===== src/rtl/wf_player.sv =====
// -----------------------------------------------------------------------------
// wf_player -- waveform DPBRAM playback engine
//
// Plays back a waveform that XINTF has loaded into the DPBRAM. The block reads
// N = min(i_wf_read_cnt, 2**ADDR_W) samples sequentially from address 0. Each
// sample goes to the DSP/DAC path with a one-cycle valid strobe, and
// consecutive samples are spaced by a programmable hold period. One-shot
// playback, loop playback and abort are supported.
//
// Ports
//   i_clk              system clock
//   i_rst              asynchronous active-low reset
//   i_wf_start         play request (level; must drop before a replay)
//   i_wf_abort         forces return to IDLE, highest priority
//   i_wf_loop          wrap to address 0 after the last sample (sampled per wrap)
//   i_wf_read_cnt      samples to play (latched on leaving IDLE)
//   i_wf_period        extra hold cycles between samples (latched on leaving IDLE)
//   o_wf_ram_addr      DPBRAM read address, 0 outside FETCH
//   o_wf_ram_ce        DPBRAM read enable, one pulse per sample
//   i_wf_ram_dout      DPBRAM read data
//   o_wf_sample        current sample, held until the next one
//   o_wf_sample_valid  one-cycle strobe when o_wf_sample updates
//   o_dsp_wf_mode      high while in FETCH or HOLD
//   o_wf_done          high in DONE
//   o_wf_read_data_num samples emitted since start (saturating)
// -----------------------------------------------------------------------------
module wf_player #(
   parameter int unsigned ADDR_W = 9,
   parameter int unsigned DATA_W = 16,
   parameter int unsigned RD_LAT = 2
) (
   input  logic              i_clk,
   input  logic              i_rst,
   input  logic              i_wf_start,
   input  logic              i_wf_abort,
   input  logic              i_wf_loop,
   input  logic [31:0]       i_wf_read_cnt,
   input  logic [15:0]       i_wf_period,
   output logic [ADDR_W-1:0] o_wf_ram_addr,
   output logic              o_wf_ram_ce,
   input  logic [DATA_W-1:0] i_wf_ram_dout,
   output logic [DATA_W-1:0] o_wf_sample,
   output logic              o_wf_sample_valid,
   output logic              o_dsp_wf_mode,
   output logic              o_wf_done,
   output logic [31:0]       o_wf_read_data_num
);

   localparam int unsigned CNT_W = ADDR_W + 1;
   localparam int unsigned LAT_W = (RD_LAT > 1) ? $clog2(RD_LAT) : 1;
   localparam logic [31:0] DEPTH32 = 32'(1) << ADDR_W;
   localparam logic [LAT_W-1:0] LAT_LAST = LAT_W'(RD_LAT - 1);

   typedef enum logic [1:0] {StIdle, StFetch, StHold, StDone} state_e;

   state_e              state_q, state_d;
   logic                start_q;
   logic [CNT_W-1:0]    n_q, n_d;
   logic [15:0]         period_q, period_d;
   logic [ADDR_W-1:0]   idx_q, idx_d;
   logic [LAT_W-1:0]    lat_q, lat_d;
   logic [15:0]         hold_q, hold_d;
   logic [ADDR_W-1:0]   addr_q, addr_d;
   logic                ce_q, ce_d;
   logic [DATA_W-1:0]   sample_q, sample_d;
   logic                valid_q, valid_d;
   logic [31:0]         num_q, num_d;

   logic [CNT_W-1:0]    eff_cnt;
   logic [CNT_W-1:0]    idx_next;

   // Count clipped to RAM depth so playback never runs past the last address.
   assign eff_cnt  = (i_wf_read_cnt > DEPTH32) ? DEPTH32[CNT_W-1:0]
                                               : i_wf_read_cnt[CNT_W-1:0];
   assign idx_next = {1'b0, idx_q} + CNT_W'(1);

   // Start is registered once; the FSM acts on the registered level so the
   // IDLE->FETCH edge (and thus the first CE) lands one clock after sampling.
   always_ff @(posedge i_clk or negedge i_rst) begin
      if (!i_rst) begin
         start_q <= 1'b0;
      end else begin
         start_q <= i_wf_start;
      end
   end

   always_ff @(posedge i_clk or negedge i_rst) begin
      if (!i_rst) begin
         state_q  <= StIdle;
         n_q      <= '0;
         period_q <= '0;
         idx_q    <= '0;
         lat_q    <= '0;
         hold_q   <= '0;
         addr_q   <= '0;
         ce_q     <= 1'b0;
         sample_q <= '0;
         valid_q  <= 1'b0;
         num_q    <= '0;
      end else begin
         state_q  <= state_d;
         n_q      <= n_d;
         period_q <= period_d;
         idx_q    <= idx_d;
         lat_q    <= lat_d;
         hold_q   <= hold_d;
         addr_q   <= addr_d;
         ce_q     <= ce_d;
         sample_q <= sample_d;
         valid_q  <= valid_d;
         num_q    <= num_d;
      end
   end

   always_comb begin
      state_d  = state_q;
      n_d      = n_q;
      period_d = period_q;
      idx_d    = idx_q;
      lat_d    = lat_q;
      hold_d   = hold_q;
      addr_d   = '0;
      ce_d     = 1'b0;
      sample_d = sample_q;
      valid_d  = 1'b0;
      num_d    = num_q;

      if (i_wf_abort) begin
         // Anything still in the RAM pipeline is simply never captured.
         state_d = StIdle;
         lat_d   = '0;
         hold_d  = '0;
      end else begin
         unique case (state_q)
            StIdle: begin
               if (start_q) begin
                  n_d      = eff_cnt;
                  period_d = i_wf_period;
                  idx_d    = '0;
                  if (eff_cnt != '0) begin
                     num_d   = '0;
                     state_d = StFetch;
                     ce_d    = 1'b1;
                     lat_d   = '0;
                  end else begin
                     state_d = StDone;
                  end
               end
            end

            StFetch: begin
               addr_d = addr_q;
               if (lat_q == LAT_LAST) begin
                  sample_d = i_wf_ram_dout;
                  valid_d  = 1'b1;
                  num_d    = (num_q == 32'hFFFF_FFFF) ? num_q : num_q + 32'd1;
                  hold_d   = '0;
                  addr_d   = '0;
                  state_d  = StHold;
               end else begin
                  lat_d = lat_q + LAT_W'(1);
               end
            end

            StHold: begin
               if (hold_q == period_q) begin
                  if (idx_next < n_q) begin
                     idx_d   = idx_next[ADDR_W-1:0];
                     state_d = StFetch;
                  end else if (i_wf_loop) begin
                     idx_d   = '0;
                     state_d = StFetch;
                  end else begin
                     state_d = StDone;
                  end
                  // CE is raised on the same edge that re-enters FETCH.
                  if (state_d == StFetch) begin
                     ce_d   = 1'b1;
                     addr_d = idx_d;
                     lat_d  = '0;
                  end
               end else begin
                  hold_d = hold_q + 16'd1;
               end
            end

            StDone: begin
               if (!start_q) begin
                  state_d = StIdle;
               end
            end

            default: state_d = StIdle;
         endcase
      end
   end

   assign o_wf_ram_addr      = addr_q;
   assign o_wf_ram_ce        = ce_q;
   assign o_wf_sample        = sample_q;
   assign o_wf_sample_valid  = valid_q;
   assign o_dsp_wf_mode      = (state_q == StFetch) || (state_q == StHold);
   assign o_wf_done          = (state_q == StDone);
   assign o_wf_read_data_num = num_q;

endmodule


===== config.mk =====
export PLATFORM = sky130hd
export DESIGN_NAME = wf_player
export DESIGN_NICKNAME = d
export VERILOG_FILES = /design/src/rtl/wf_player.sv
export SDC_FILE = /design/constraint.sdc
export NUM_CORES = 1
export LEC_CHECK = 0
export ABC_AREA = 0
export CORE_UTILIZATION = 47
export DETAILED_ROUTE_END_ITERATION = 10
export GPL_TIMING_DRIVEN = 0
export PLACE_DENSITY_LB_ADDON = 0.1
export REMOVE_ABC_BUFFERS = 1
export SYNTH_ARGS = -nofsm -noshare
export SYNTH_HDL_FRONTEND = slang
export SYNTH_SLANG_ARGS = --single-unit

===== constraint.sdc =====
create_clock -name i_clk -period 3 [get_ports i_clk]
set_clock_uncertainty 0.1 [all_clocks]
set_input_delay 0.45 -clock i_clk [delete_from_list [all_inputs] [get_ports i_clk]]
set_output_delay 0.45 -clock i_clk [all_outputs]
set_load 0.01 [all_outputs]

==> results of run 1 <==
-- flip-flops by register name, summed over array words and instances, names as in the netlist --
signal / cells
lat_q: 1
o_wf_sample_valid: 1
idx_q: 9
period_q: 16
state_q: 2
start_q: 1
n_q: 10
o_wf_sample: 16
o_wf_read_data_num: 32
o_wf_ram_addr: 9
o_wf_ram_ce: 1
hold_q: 16
-- worst max path at each step --
stage	start	end	slack [ps]	depth (start not counted)
final	idx_q[2]	state_q[1]	70	11
after CTS	idx_q[0]	idx_q[5]	30	10
after global routing	idx_q[2]	idx_q[0]	-20	11
after global placement	i_rst	o_wf_read_data_num[28]	-3040	1
after floorplan	state_q[0]	o_wf_read_data_num[20]	-230	8
after detailed placement	i_wf_abort	o_wf_read_data_num[2]	-1590	7
-- final cells by class --
| cell class | count | share of cell area (%) |
|---|---|---|
| clock buffers | 26 | 6.03 |
| clock inverters | 5 | 0.332 |
| inverters | 27 | 1.28 |
| multi-input cells | 525 | 38.4 |
| flip-flops and latches | 114 | 34.5 |
| well taps | 172 | 2.60 |
| repair buffers | 139 | 16.8 |
| repair inverters | 1 | 0.0604 |
-- critical path, stage by stage, from the launching register on --
cell and delay [ps]:
dfrtp_1 420, and3_4 210, and3_1 180, and3_1 200, xor2_2 170, ha_1 310
and4_1 220, o211ai_1 120, o22ai_2 270, a211oi_1 110, or3_1 390, a21oi_2 130
-- power by group through the flow --
stage	sequential (mW)	combinational (mW)	clock, mW
4_1_cts	2.03	1.50	1.82
3_3_place_gp	2.03	1.40	0
2_1_floorplan	2.06	0.725	0
6_report	2.03	1.53	1.79
3_5_place_dp	2.05	1.44	0
5_1_grt	2.06	1.70	1.89
-- synth_stat cells (8+ instances only) --
cell type and number:
ha_1 16, xnor2_1 8, inv_1 25, dfrtp_1 114, nor3_1 9, o21ai_0 42, nand2_1 152, o31ai_1 8
and3_1 14, nor2_1 36, a31oi_1 21, a21oi_1 26, o21a_1 9, nand4_1 13, a22o_1 14, nand3_1 35
xor2_1 17, clkbuf_1 18, nor4_1 17
-- kinds of logic after synthesis --
logic type | Yosys count | synth area share (%)
simple gates | 315 | 24.5
compound gates | 164 | 18.1
flops | 114 | 46.7
buf+inv | 51 | 3.34
xor+xnor | 25 | 3.59
fa+ha+maj | 16 | 3.28
mux | 3 | 0.533
-- placed cells by master (no fill, tap or decap), types with 4 or more instances in the layout --
cell type and count:
a31oi_1 21, buf_4 8, o211ai_1 5, clkbuf_16 17
and3_1 13, nand3_1 35, nand3b_1 5, dfrtp_1 113
clkinv_2 5, a211oi_1 5, clkbuf_1 5, nand2b_1 5
o21a_1 9, or4_1 7, a21oi_1 24, clkdlybuf4s50_1 128
xor2_1 16, ha_1 14, or3_1 4, nand2_1 151
a22o_1 14, nor4_1 17, nor2_1 34, clkbuf_8 4
nor2b_1 6, xnor2_1 7, inv_1 24, nor3_1 9
a41oi_1 5, o31ai_1 8, o21ai_0 40, o41ai_1 5
nand4_1 13
-- routing by layer --
| layer | wire length (um) | global-route usage, % | vias to the layer above |
|---|---|---|---|
| met5 | 0 | 0 | - |
| met4 | 291 | 10.0 | 0 |
| met3 | 974 | 6.59 | 32 |
| met2 | 8160 | 43.3 | 194 |
| met1 | 7480 | 35.1 | 2886 |
| li1 | - | - | 2764 |
-- timing repair --
item,in CTS,in global routing
setup buffers,6,2
cloned,3,0
endpoints found under the hold margin,55,0
setup endpoints to repair,55,43
hold buffers,1,0
pin swaps,4,5
gates resized for setup,12,15
==> impl_metrics.csv, run 1 <==
group,metric,value,unit
run_status,status,"completed",
finish,seqCellArea,2850,um2
sta,fin_ws,68.8,ps
logic_synthesis,netlist_area,6100,um2
sta,fin_setup_tns,0,ps
clock_network,numCtsBuffers,17,
routing,firstDrtPassIters,4,
pwr,leakage,3.52,nW
clock_network,clk_path_buf_depth,2,
routing,drc,0,
min_path,worst_hold_path_type,"register to register",
routing,ant_nets,0,
global_route,grt-ovfl-total,0,
place,placed_area,7540,um2
logic_synthesis,synth_area_leaders,"dfrtp_1 (47%), nand2_1 (9.3%), o21ai_0 (3.4%)",
place,port_buffers,129,
pwr,total_power,5.34,mW
logic_synthesis,ys.flop_type,"dfrtp_1",
logic_synthesis,synthCells,688,
routing,drt-total-wl,16.9,mm
clock_network,htree_levels,4,
setup_path,start_kind,"register",
setup_path,r2r_cells,11,
pwr,powerDensity,645,nW/um2
pwr,p_comb_share,28.6,%
die,fp.dieW,116,um
logic_synthesis,yosysTopAreaCellShare,46.7,%
pwr,max-vdd-ir-drop,0.000400,V
place,post-dp-hpwl,11.4,mm
global_route,grt_pass1_wl,28.0,mm
pwr,clkPwrFrac,33.5,%
run,drv_cap,0,
pwr,internal_power,3.58,mW
min_path,holdPathEnd,"o_wf_sample[7]",
place,place.gp.congestion,0.891,
sta,finalSetupViolations,0,
finish,final_util,65.6,%
place,dp_slack,-1590,ps
finish,synthToLayoutAreaGrowth,35.7,%
global_route,antenna_found_initial,0,
routing,vias_per_cell,5.82,
setup_path,path_max_fanout,5,
finish,finalNonFillerCells,1009,
finish,nFillCells,1037,
finish,multiInputGateArea,3180,um2
sta,maxSlewHeadroom,39.3,%
setup_path,rrSetupSlack,70,ps
setup_path,r2r-end,"state_q[1]",
global_route,grt_start_max_net_pins,60,
routing,wl_per_cell,16.8,um
sta,period_needed,2930,ps
finish,antenna_cells,0,
die,start_util,48.4,%
min_path,min_path_cells,2,
logic_synthesis,seq_area_frac_synth,46.7,%
place,post-place-cells,966,
sta,fmax,341,MHz
logic_synthesis,synth_top_cell_by_area,"dfrtp_1",
setup_path,crit_type,"register to register",
die,die_area,13400,um2
setup_path,reg2reg_from,"idx_q[2]",
routing,via_count,5876,
pwr,seqPwrFrac,37.9,%
clock_network,clkSlewWorstSetupHoldPaths,50,ps
clock_network,cts_root_buf,"clkbuf_16",
logic_synthesis,synth_warnings,0,
sta,tightest_slew,909,ps
die,io_pins,130,
clock_network,insertion_delay,420,ps
finish,fin_nets,910,
pwr,switching_share,32.9,%
setup_path,arrival,3170,ps
finish,postLayoutCellArea,8280,um2
logic_synthesis,synth_edf_count,0,
sta,slew_viol_final,0,
setup_path,worst_setup_path_end_kind,"register",
global_route,grt_pass1_vias,5742,
min_path,hold_start,"o_wf_sample[7]",
logic_synthesis,synth_cell_types,60,
finish,drive_gt1_share,8.24,%
die,rows,41,
die,core_area,12600,um2
sta,hold_viol_final,0,
setup_path,crit_required,3240,ps
die,die_y,116,um
logic_synthesis,ys_async_sr_fraction,100,%
sta,holdWs,373,ps
sta,fin_crit_sh,97.7,%
logic_synthesis,avgSynthCellArea,8.87,um2
routing,drtIter0Drc,543,
clock_network,cts_tree,"built",
clock_network,clock_sinks,114,
pwr,p_sw,1.76,mW
logic_synthesis,ys_seq_elements,114,
global_route,grt_usage,26.9,%
Note: power is estimated with default switching activity, not from simulation.
==> run 2: changes to the inputs <==
- GPL_ROUTABILITY_DRIVEN: default -> 0
==> run 2 against run 1 <==
Final area up 1.0%. Maximum frequency grew 0.74%. Sequential power hardly changed. Via count is essentially flat. Critical path type unchanged. Highest routed layer unchanged.
==> impl_metrics.csv, run 2 (same netlist as run 1, synthesis figures left out) <==
group,metric,value,unit
die,die_y,116,um
pwr,max-vdd-ir-drop,0.000385,V
setup_path,crit_required,3250,ps
setup_path,crit_top_cell,"and3_1",
setup_path,cp_slowest_cell,"dfrtp_1",
setup_path,worst_setup_path_end_kind,"register",
sta,tightest_slew,882,ps
min_path,min_path_cells,2,
routing,wl_per_cell,16.8,um
routing,via_count,5881,
run_status,status,"completed",
place,post-dp-hpwl,11.6,mm
place,post-place-cells,966,
clock_network,cts_tree,"built",
die,io_pins,130,
global_route,grt_start_max_net_pins,60,
routing,drtIter0Drc,578,
sta,fmax,344,MHz
run,drv_cap,0,
sta,hold_viol_final,0,
clock_network,numCtsBuffers,17,
die,core_area,12600,um2
sta,rsz0062_at_grt,"yes",
die,fp.dieW,116,um
routing,vias_per_cell,5.81,
place,port_buffers,129,
setup_path,r2r_cells,11,
setup_path,path_max_fanout,5,
setup_path,critPathTopFamily,"simple AND/OR/NAND/NOR gates",
finish,nFillCells,1060,
setup_path,timing.critical_path.slowest_cell_delay,430,ps
global_route,grt_pass1_wl,27.9,mm
global_route,grt_usage,26.7,%
setup_path,start_kind,"register",
finish,final_common_cell,"nand2_1",
pwr,total_power,5.62,mW
setup_path,arrival,3160,ps
routing,ant_nets,0,
sta,slew_viol_final,0,
global_route,grt_pass1_vias,5704,
die,start_util,48.4,%
clock_network,clk_path_buf_depth,2,
clock_network,clock_sinks,114,
setup_path,path_cells,"and3_4 > and3_1 > and3_1 > xor2_2 > ha_1 > and4_1 > o211ai_1 > o22ai_2 > a211oi_1 > or3_1 > a21oi_2",
clock_network,clkSlewWorstSetupHoldPaths,60,ps
finish,synthToLayoutAreaGrowth,37.0,%
pwr,powerDensity,672,nW/um2
setup_path,path_buf_inv,0,
min_path,worst_hold_path_type,"register to register",
clock_network,insertion_delay,430,ps
pwr,leakage,3.57,nW
finish,antenna_cells,0,
routing,drc,0,
die,rows,41,
setup_path,crit_type,"register to register",
finish,drive_gt1_share,9.16,%
finish,fin_nets,913,
finish,largest_reg_flops,32,
finish,final_cell_mix,"nand2_1 (152), clkdlybuf4s50_1 (128), dfrtp_1 (112), o21ai_0 (41), nand3_1 (35)",
global_route,grt-ovfl-total,0,
sta,maxSlewHeadroom,40.4,%
global_route,antenna_found_initial,0,
sta,fin_crit_sh,97.0,%
clock_network,htree_levels,4,
die,die_area,13400,um2
routing,drt-total-wl,17.0,mm
setup_path,cp.depth,11,
clock_network,cts_root_buf,"clkbuf_16",
sta,period_needed,2910,ps
finish,finalNonFillerCells,1013,
routing,firstDrtPassIters,5,
sta,finalSetupViolations,0,
==> run 2: changes by cell type in the layout (fill, tap and decap cells not counted), moves of 2 or more <==
| cell | change |
|---|---|
| buf_4 | +3 |
| clkbuf_1 | -4 |
| ha_2 | +2 |
| bufinv_16 | +3 |
==> run 2: worst register-to-register path, delay by kind of cell, from the launching register on <==
family          cells  cell delay, ps
xor+xnor            1             170
compound gates      4             620
fa+ha+maj           1             330
flops               1             430
simple gates        5            1190
==> run 2: worst paths after layout <==
path	startpoint	endpoint	slack, ps
worst max-delay path	idx_q[2]	state_q[1]	90
worst min register to register	o_wf_sample[5]	o_wf_sample[5]	370
worst min-delay path	o_wf_sample[5]	o_wf_sample[5]	370
worst max register to register	idx_q[2]	state_q[1]	90
max in group asynchronous	i_rst	idx_q[1]	1670
min in group asynchronous	i_rst	n_q[5]	460
==> run 2: metrics by stage <==
step | hold slack (ps) | worst slack, ps | setup TNS [ps] | util (%) | cell area (um2)
2_1_floorplan | 54.4 | -231 | -2380 | - | 6000
3_3_place_gp | 356 | -3070 | -401990 | 59.5 | 7510
3_5_place_dp | 352 | -1590 | -50850 | 59.8 | 7540
4_1_cts | 374 | 19.8 | 0 | 65.5 | 8270
5_1_grt | 390 | -31.2 | -66.2 | 66.3 | 8360
6_report | 368 | 90.4 | 0 | 66.3 | 8360
==> run 2: per-layer routing <==
metal | vias to the layer above | wire length [um] | global-route usage (%)
met2 | 219 | 8140 | 42.1
met4 | 0 | 341 | 12.5
met1 | 2858 | 7520 | 35.2
li1 | 2767 | - | -
met3 | 37 | 969 | 5.96
met5 | - | 0 | 0
==> run 2: final cells by class <==
type,count,area (um2),share of cell area [%]
Tap cell,172,215,2.57
Inverter,27,106,1.27
Clock inverter,10,130,1.56
Multi-Input combinational cell,525,3160,37.7
Timing Repair inverter,1,5.00,0.0598
Clock buffer,22,484,5.79
Sequential cell,114,2860,34.1
Timing Repair Buffer,142,1410,16.9
==> run 2: where the power goes <==
part	switching, mW	total [mW]	internal, mW	leakage (nW)
logic	0.856	1.50	0.644	1.73
clock network	0.716	2.10	1.38	0.302
registers	0.220	2.02	1.80	1.54
total	1.79	5.62	3.83	3.57
==> run 2: what timing repair did <==
action                                 CTS  global route
gates resized for setup                 12            12
setup endpoints to repair               55            38
cloned                                   3             0
buffers inserted                         6             5
hold buffers                             1             0
pin swaps                                5             6
endpoints found under the hold margin   55             0
